`config.mk`:
```
export PLATFORM = sky130hd
export DESIGN_NAME = conv_result_streamer
export DESIGN_NICKNAME = d
export VERILOG_FILES = /design/src/rtl/conv_pkg.sv /design/src/rtl/conv_rd_fifo2.sv /design/src/rtl/conv_result_streamer.sv
export SDC_FILE = /design/constraint.sdc
export NUM_CORES = 1
export LEC_CHECK = 0
export CORE_UTILIZATION = 40
export CTS_BUF_LIST = sky130_fd_sc_hd__clkbuf_2
export CTS_CLUSTER_SIZE = 40
export DETAILED_ROUTE_END_ITERATION = 8
export PLACE_DENSITY_LB_ADDON = 0.05
export SLEW_MARGIN = 20
export SYNTH_ARGS = -nofsm -noshare
export SYNTH_HDL_FRONTEND = slang
export SYNTH_SLANG_ARGS = --single-unit
```
`constraint.sdc`:
```
create_clock -name clk -period 6.3 [get_ports clk]
set_input_delay 1.26 -clock clk [delete_from_list [all_inputs] [get_ports clk]]
set_output_delay 1.26 -clock clk [all_outputs]
set_load 0.05 [all_outputs]
```
`src/rtl/conv_pkg.sv`:
```
// Shared defaults and state encoding for the convolution result streamer.
package conv_pkg;

    localparam int unsigned DATA_W_DEF = 16;
    localparam int unsigned ADDR_W_DEF = 6;

    typedef enum logic [1:0] {
        ST_IDLE = 2'd0,
        ST_RUN  = 2'd1,
        ST_FIN  = 2'd2
    } stream_state_e;

    // Words buffered plus the read in flight, less the beat leaving this cycle.
    function automatic logic [2:0] occupancy(input logic [1:0] count,
                                             input logic       inflight,
                                             input logic       pop);
        return {1'b0, count} + {2'b00, inflight} - {2'b00, pop};
    endfunction

endpackage

```
`src/rtl/conv_rd_fifo2.sv`:
```
// Two-entry FIFO that absorbs Z read data so the stream can run at one beat per cycle.
module conv_rd_fifo2 #(
    parameter int unsigned DATA_W = 16
) (
    input  logic              clk_i,
    input  logic              rst_ni,
    input  logic              push_i,
    input  logic [DATA_W-1:0] wdata_i,
    input  logic              pop_i,
    output logic [DATA_W-1:0] rdata_o,
    output logic              full_o,
    output logic              empty_o,
    output logic [1:0]        count_o
);

    logic [DATA_W-1:0] mem_q [2];
    logic              wr_ptr_q, wr_ptr_d;
    logic              rd_ptr_q, rd_ptr_d;
    logic [1:0]        count_q, count_d;

    always_comb begin
        wr_ptr_d = wr_ptr_q ^ push_i;
        rd_ptr_d = rd_ptr_q ^ pop_i;
        count_d  = count_q + {1'b0, push_i} - {1'b0, pop_i};
    end

    // Push and pop on a full FIFO overwrite the slot being vacated by the head.
    always_ff @(posedge clk_i or negedge rst_ni) begin
        if (!rst_ni) begin
            mem_q[0] <= '0;
            mem_q[1] <= '0;
            wr_ptr_q <= 1'b0;
            rd_ptr_q <= 1'b0;
            count_q  <= '0;
        end else begin
            if (push_i) begin
                mem_q[wr_ptr_q] <= wdata_i;
            end
            wr_ptr_q <= wr_ptr_d;
            rd_ptr_q <= rd_ptr_d;
            count_q  <= count_d;
        end
    end

    assign rdata_o = mem_q[rd_ptr_q];
    assign full_o  = (count_q == 2'd2);
    assign empty_o = (count_q == 2'd0);
    assign count_o = count_q;

endmodule

```
`src/rtl/conv_result_streamer.sv`:
```
// Drains result memory Z as a valid/ready stream once the convolution controller is done,
// hiding the one-cycle Z read latency behind a two-entry buffer.
module conv_result_streamer
    import conv_pkg::*;
#(
    parameter int unsigned DATA_W = DATA_W_DEF,
    parameter int unsigned ADDR_W = ADDR_W_DEF
) (
    input  logic              clk,
    input  logic              rstn,
    input  logic              start,
    input  logic [ADDR_W:0]   size_Z,
    output logic              z_rd_en,
    output logic [ADDR_W-1:0] z_addr,
    input  logic [DATA_W-1:0] z_rdata,
    output logic              out_valid,
    input  logic              out_ready,
    output logic [DATA_W-1:0] out_data,
    output logic              out_last,
    output logic              busy,
    output logic              done
);

    stream_state_e   state_q, state_d;
    logic [ADDR_W:0] size_q, size_d;
    logic [ADDR_W:0] rd_cnt_q, rd_cnt_d;
    logic [ADDR_W:0] beat_cnt_q, beat_cnt_d;
    logic            inflight_q, inflight_d;

    logic            issue;
    logic            pop;
    logic [ADDR_W:0] last_idx;
    logic            fifo_full;
    logic            fifo_empty;
    logic [1:0]      fifo_count;

    conv_rd_fifo2 #(
        .DATA_W (DATA_W)
    ) u_fifo (
        .clk_i   (clk),
        .rst_ni  (rstn),
        .push_i  (inflight_q),
        .wdata_i (z_rdata),
        .pop_i   (pop),
        .rdata_o (out_data),
        .full_o  (fifo_full),
        .empty_o (fifo_empty),
        .count_o (fifo_count)
    );

    assign out_valid = !fifo_empty;
    assign pop       = out_valid && out_ready;
    assign last_idx  = size_q - {{ADDR_W{1'b0}}, 1'b1};
    assign out_last  = out_valid && (beat_cnt_q == last_idx);

    // A new read is allowed only if its data is guaranteed a free slot on arrival.
    assign issue = (state_q == ST_RUN) && (rd_cnt_q < size_q)
                && (occupancy(fifo_count, inflight_q, pop) < 3'd2);

    assign z_rd_en = issue;
    assign z_addr  = rd_cnt_q[ADDR_W-1:0];
    assign busy    = (state_q == ST_RUN);
    assign done    = (state_q == ST_FIN);

    always_comb begin
        state_d    = state_q;
        size_d     = size_q;
        rd_cnt_d   = rd_cnt_q + {{ADDR_W{1'b0}}, issue};
        beat_cnt_d = beat_cnt_q + {{ADDR_W{1'b0}}, pop};
        inflight_d = issue;
        case (state_q)
            ST_IDLE: begin
                if (start) begin
                    size_d     = size_Z;
                    rd_cnt_d   = '0;
                    beat_cnt_d = '0;
                    state_d    = (size_Z == '0) ? ST_FIN : ST_RUN;
                end
            end
            ST_RUN: begin
                if (pop && out_last) begin
                    state_d = ST_FIN;
                end
            end
            ST_FIN: begin
                state_d = ST_IDLE;
            end
            default: begin
                state_d = ST_IDLE;
            end
        endcase
    end

    always_ff @(posedge clk or negedge rstn) begin
        if (!rstn) begin
            state_q    <= ST_IDLE;
            size_q     <= '0;
            rd_cnt_q   <= '0;
            beat_cnt_q <= '0;
            inflight_q <= 1'b0;
        end else begin
            state_q    <= state_d;
            size_q     <= size_d;
            rd_cnt_q   <= rd_cnt_d;
            beat_cnt_q <= beat_cnt_d;
            inflight_q <= inflight_d;
        end
    end

    a_no_overflow: assert property (@(posedge clk) disable iff (!rstn)
        !(inflight_q && fifo_full && !pop));

endmodule

```
==> impl_metrics.tcl, run 1 <==
set metrics [dict create \
    outcome "finished clean" \
    synthToLayoutAreaGrowth_pct 24.06 \
    cts.root.buffer_cell "clkbuf_2" \
    num-nets-final 348 \
    synth_edf_count 0 \
    clockBufferDepth 2 \
    netlist_top_cells_count "dfrtp_1, mux2_2, ha_1, inv_1" \
    overflow 0 \
    ys_types 39 \
    gp_congestion 0.8048 \
    whs_path_depth 1 \
    mappedNetlistNets 297 \
    power_density_nw_per_um2 579.0 \
    cp_data_required_time_ns 5.04 \
    crit_family "buffers and inverters" \
    first_global_vias 1985 \
    cp.depth 8 \
    synth.most_common_cell "dfrtp_1" \
    crit_path_cell_trace "clkdlybuf4s50_1 -> nand3_1 -> o21ai_0 -> ha_1 -> fa_1 -> nor4_1 -> o221a_2 -> clkdlybuf4s50_1" \
    die_x_um 88.84 \
    path_clk_slew_ns 0.16 \
    slew_headroom 0.4711 \
    ys.flop_type "dfrtp_1" \
    die_area_um2 7893 \
    synth_area_leader_cell "dfrtp_1" \
    cts_resized 0 \
    setup_violations 0 \
    syn_inst 255 \
    stdcell_count 410 \
    synth_seq_area_share 0.4977 \
    finClkSkew_ns 0.01479 \
    p_leak_uw 0.001635 \
    fin_util 0.5160 \
    crit_top_cell "clkdlybuf4s50_1" \
    vias_per_cell 4.917 \
    drv_slew 0 \
    tightest_slew_ns 0.7934 \
    worstRegToRegCells 11 \
    finalHoldViolCount 0 \
    max_freq_mhz 189.9 \
    netlist.area_leader.share 0.4977 \
    worstSkewPairLatency_ns 0.47 \
    critPathKind "input pin to output port" \
    irDropWorstVdd_mv 0.2615 \
    ys_top_cells_by_area "dfrtp_1, mux2_2, ha_1" \
    syn_avg_cell_area_um2 11.83 \
    die_h_um 88.84 \
    start_kind "input pin" \
    cts_max_level 3 \
    dp_cells 394 \
    hold_class "flip-flop to flip-flop" \
    async_reset_ff_frac 1.000 \
    wl_um 5676 \
    yosys_warnings 0 \
    track_usage 0.1613 \
    multi_input_area_um2 1388 \
    antenna_found_initial 0 \
    regArea_um2 1501 \
    cpPeakStageDelay_ns 0.81 \
    rows 31 \
    critical-path-slowest-cell "clkdlybuf4s50_1" \
    ant_nets 0 \
    drive_above_1_share 0.2283 \
    min_period_over_period 0.8357 \
    critical_path_arrival_ns 4.00 \
    coreArea_um2 7253 \
    cts_tree "yes" \
    period_needed_ns 5.265 \
    cts_setup_buffers 0 \
    end_kind "output port" \
    avgRoutedWirePerCell_um 13.84 \
    rsz0062_at_grt "no" \
    port_buffers 53 \
    fin_setup_tns_ns 0 \
    syn_area_um2 3017 \
    crit_buf_inv 2 \
    dp_hpwl_um 3845 \
    critPathMaxFanout 3 \
    num_antenna_cells 0 \
    grt_max_degree 61 \
    nFillCells 671 \
    clkSinkCount 60 \
    ios 54 \
    initial_core_util 0.4159 \
    synth-seq-cells 60 \
    drtIter0Drc 45 \
    grt_first_pass_wirelength_um 9446 \
    cts_hold_buf 0 \
    cts_buffers 9 \
    vias 2016 \
    maxCapViolations 0 \
    dr.pass1.iters 4 \
    drc_errors 0 \
]
==> state kept, by name (all words and copies together) (netlist names) <==
signal / cells
rd_cnt_q: 7
u_fifo.rd_ptr_q: 1
u_fifo.wr_ptr_q: 1
u_fifo.mem_q: 32
state_q: 2
beat_cnt_q: 7
u_fifo.count_o: 2
inflight_q: 1
size_q: 7
==> worst reg2reg max path, stage by stage, from the launching register on <==
cell and delay, ns:
dfrtp_1 0.46, nand3_1 0.14, o21ai_0 0.11, ha_1 0.20
fa_1 0.46, nor4_1 0.31, o221a_2 0.27, ha_1 0.20
ha_1 0.22, and3_1 0.18, xnor2_1 0.11, nor2_1 0.05
==> final cells by class <==
cell class                      count  share of cell area
Timing Repair Buffer               55              0.1444
Tap cell                           99             0.03310
Clock buffer                        9             0.01204
Inverter                           14             0.01404
Sequential cell                    60              0.4012
Clock inverter                      7             0.02441
Multi-Input combinational cell    166              0.3708
==> stage by stage <==
stage | setup WS (ns) | total power (µW) | area (µm²) | hold slack (ns)
floorplan | 2.309 | 1591 | 3017 | 0.4750
global placement | 1.060 | 1901 | 3606 | 0.4834
detailed placement | 1.038 | 1910 | 3606 | 0.4903
CTS | 1.001 | 2199 | 3742 | 0.5283
global route | 0.8699 | 2316 | 3742 | 0.5486
finish | 1.035 | 2167 | 3742 | 0.5206
==> report_power, final <==
part	switching [µW]	internal [µW]
combinational	670	524
clock	147	129
sequential	141	557
==> worst paths after layout <==
check                                                  start                            to  slack [ns]
max in group asynchronous                               rstn   u_fifo.mem_q[7]$_DFFE_PN0P_        4.88
worst min register to register  u_fifo.mem_q[10]$_DFFE_PN0P_  u_fifo.mem_q[10]$_DFFE_PN0P_        0.52
worst min-delay path            u_fifo.mem_q[10]$_DFFE_PN0P_  u_fifo.mem_q[10]$_DFFE_PN0P_        0.52
worst max register to register   u_fifo.count_o[1]$_DFF_PN0_         rd_cnt_q[6]$_DFF_PN0_        3.48
worst max-delay path                               out_ready                       z_rd_en        1.04
min in group asynchronous                               rstn   u_fifo.mem_q[2]$_DFFE_PN0P_        0.93
==> routing by layer <==
metal,share of wire,GRT usage
met5,0,0
met4,0.017,0.07918
met3,0.051,0.03638
met2,0.45,0.2538
met1,0.48,0.2102
==> logic make-up after synthesis <==
group / Yosys count / share of synthesized area
buf+inv: 29 / 0.04396
xor+xnor: 18 / 0.05226
compound gates: 24 / 0.05350
mux: 49 / 0.1825
flops: 60 / 0.4977
fa+ha+maj: 15 / 0.06470
simple gates: 60 / 0.1053
==> cells in the final DEF (no fill, tap or decap), drive strengths merged, types with 9 or more instances in the layout <==
cell and count:
clkbuf 9, clkdlybuf4s50 52, dfrtp 60, ha 14
inv 14, mux2 48, nand2 12, nand3 9
nor2 12, o21ai 11, xnor2 11
Power figures use the tool's default switching activity.
==> run 2, diff against run 1 <==
==> constraint.sdc (replaced) <==
create_clock -name clk -period 5.4 [get_ports clk]
set_input_delay 1.08 -clock clk [delete_from_list [all_inputs] [get_ports clk]]
set_output_delay 1.08 -clock clk [all_outputs]
set_load 0.05 [all_outputs]
==> run 2 against run 1 <==
  * Combinational power is 17% higher
  * Total power is 16% higher
  * Design area is 0.27% lower
  * Largest cell class unchanged
  * Highest routed layer unchanged
==> impl_metrics.tcl, run 2 (synthesis results as in run 1) <==
set metrics [dict create \
    outcome "finished clean" \
    maxCapViolations 0 \
    min_period_over_period 0.9121 \
    largest_reg_flops 32 \
    crit_path_cell_trace "clkdlybuf4s50_1 -> nand3_1 -> o21ai_0 -> ha_1 -> fa_1 -> nor4_1 -> o221a_2 -> clkdlybuf4s50_1" \
    finClkSkew_ns 0.02546 \
    dr.pass1.iters 4 \
    worstSkewPairLatency_ns 0.48 \
    rows 31 \
    design_area_um2 3732 \
    clockBufferDepth 2 \
    critPathMaxFanout 3 \
    clkSinkCount 60 \
    irDropWorstVdd_mv 0.4546 \
    critical_path_arrival_ns 3.85 \
    grt_first_pass_wirelength_um 9411 \
    p_leak_uw 0.001642 \
    die_area_um2 7893 \
    dp_hpwl_um 3910 \
    num_antenna_cells 0 \
    start_kind "input pin" \
    gp_congestion 0.8047 \
    num-nets-final 348 \
    avgRoutedWirePerCell_um 13.95 \
    max_freq_mhz 203.0 \
    synthToLayoutAreaGrowth_pct 23.72 \
    vias 1983 \
    critPathKind "input pin to output port" \
    finalHoldViolCount 0 \
    initial_core_util 0.4159 \
    cts_hold_buf 0 \
    fin_setup_tns_ns 0 \
    cts_setup_buffers 0 \
    overflow 0 \
    cp_data_required_time_ns 4.32 \
    track_usage 0.1606 \
    coreArea_um2 7253 \
    cts_max_level 3 \
    setup_violations 0 \
    cpPeakStageDelay_ns 0.81 \
    worstRegToRegCells 11 \
    vias_per_cell 4.837 \
    whs_path_depth 1 \
    crit_family "buffers and inverters" \
    end_kind "output port" \
    period_needed_ns 4.926 \
    cts_tree "yes" \
    nFillCells 691 \
    critical-path-slowest-cell "clkdlybuf4s50_1" \
    cts_buffers 9 \
    power_density_nw_per_um2 675.8 \
    port_buffers 53 \
    drv_slew 0 \
    cts_resized 0 \
    drive_above_1_share 0.2219 \
    cts.root.buffer_cell "clkbuf_2" \
    ios 54 \
    drtIter0Drc 50 \
    antenna_found_initial 0 \
    crit_buf_inv 2 \
    rsz0062_at_grt "no" \
    power_switching_uw 1113 \
    final_cell_mix "dfrtp_1, clkdlybuf4s50_1, mux2_2, inv_1, ha_1" \
    top_register "u_fifo.mem_q" \
    grt_max_degree 61 \
    crit_top_cell "clkdlybuf4s50_1" \
    hold_ws_ns 0.5177 \
    drc_errors 0 \
    tightest_slew_ns 0.7963 \
    p_sw_frac 0.4414 \
    clkPwrFrac 0.124 \
    power_frac_seq 0.323 \
    first_global_vias 1986 \
    path_clk_slew_ns 0.15 \
    placed_area_um2 3606 \
    layout.cells.most_common "dfrtp_1" \
    die_h_um 88.84 \
    fin_util 0.5146 \
    wl_um 5718 \
    cp.depth 8 \
    total_power_uw 2522 \
    ant_nets 0 \
    slew_headroom 0.4691 \
    hold_class "flip-flop to flip-flop" \
    die_x_um 88.84 \
    comb_power_share 0.553 \
    p_int_uw 1409 \
]
## run 2: cell types whose count changed in the layout (fill, tap and decap cells not counted)
cell / delta
clkinvlp_4: -3
clkinv_1: +2
clkinv_2: +1
## run 2: worst paths after layout
check | start | endpoint | slack, ns
worst max-delay path | out_ready | z_rd_en | 0.47
worst min-delay path | u_fifo.mem_q[10]$_DFFE_PN0P_ | u_fifo.mem_q[10]$_DFFE_PN0P_ | 0.52
worst max register to register | u_fifo.count_o[1]$_DFF_PN0_ | rd_cnt_q[6]$_DFF_PN0_ | 2.58
worst min register to register | u_fifo.mem_q[10]$_DFFE_PN0P_ | u_fifo.mem_q[10]$_DFFE_PN0P_ | 0.52
max in group asynchronous | rstn | u_fifo.rd_ptr_q$_DFF_PN0_ | 4.15
min in group asynchronous | rstn | u_fifo.mem_q[17]$_DFFE_PN0P_ | 0.73
## run 2: stage by stage
stage	std cells	worst slack, ns
floorplan	255	1.769
global placement	394	0.5202
detailed placement	394	0.4854
CTS	410	0.4437
global route	410	0.3176
finish	410	0.4745
## run 2: power by group through the flow
stage / logic (µW) / clock network [µW] / registers, µW
floorplan: 1090 / 0 / 761
detailed placement: 1410 / 0 / 831
CTS: 1420 / 326 / 820
global placement: 1390 / 0 / 826
finish: 1390 / 314 / 815
global route: 1510 / 340 / 850
## run 2: cell type report
type	count	area [µm²]	share of cell area
Clock buffer	9	45.04	0.01207
Sequential cell	60	1501	0.4023
Tap cell	99	123.9	0.03319
Inverter	14	52.55	0.01408
Timing Repair Buffer	55	540.5	0.1448
Multi-Input combinational cell	166	1388	0.3718
Clock inverter	7	81.33	0.02179
## run 2: per-layer routing
layer / wire length, µm / vias to the layer above / track usage
met5: 0 / - / 0
met4: 94 / 0 / 0.07918
met3: 290 / 10 / 0.03638
met2: 2578 / 51 / 0.2476
met1: 2754 / 944 / 0.2133
li1: - / 978 / -
==> run 3, diff against run 2 <==
--- a/config.mk
+++ b/config.mk
@@ -7,7 +7,7 @@
 export LEC_CHECK = 0
 export CORE_UTILIZATION = 40
 export CTS_BUF_LIST = sky130_fd_sc_hd__clkbuf_2
-export CTS_CLUSTER_SIZE = 40
+export CTS_CLUSTER_SIZE = 8
 export DETAILED_ROUTE_END_ITERATION = 8
 export PLACE_DENSITY_LB_ADDON = 0.05
 export SLEW_MARGIN = 20
==> results of run 3 <==
The final DEF is identical to that of run 2; final timing and power are the same.
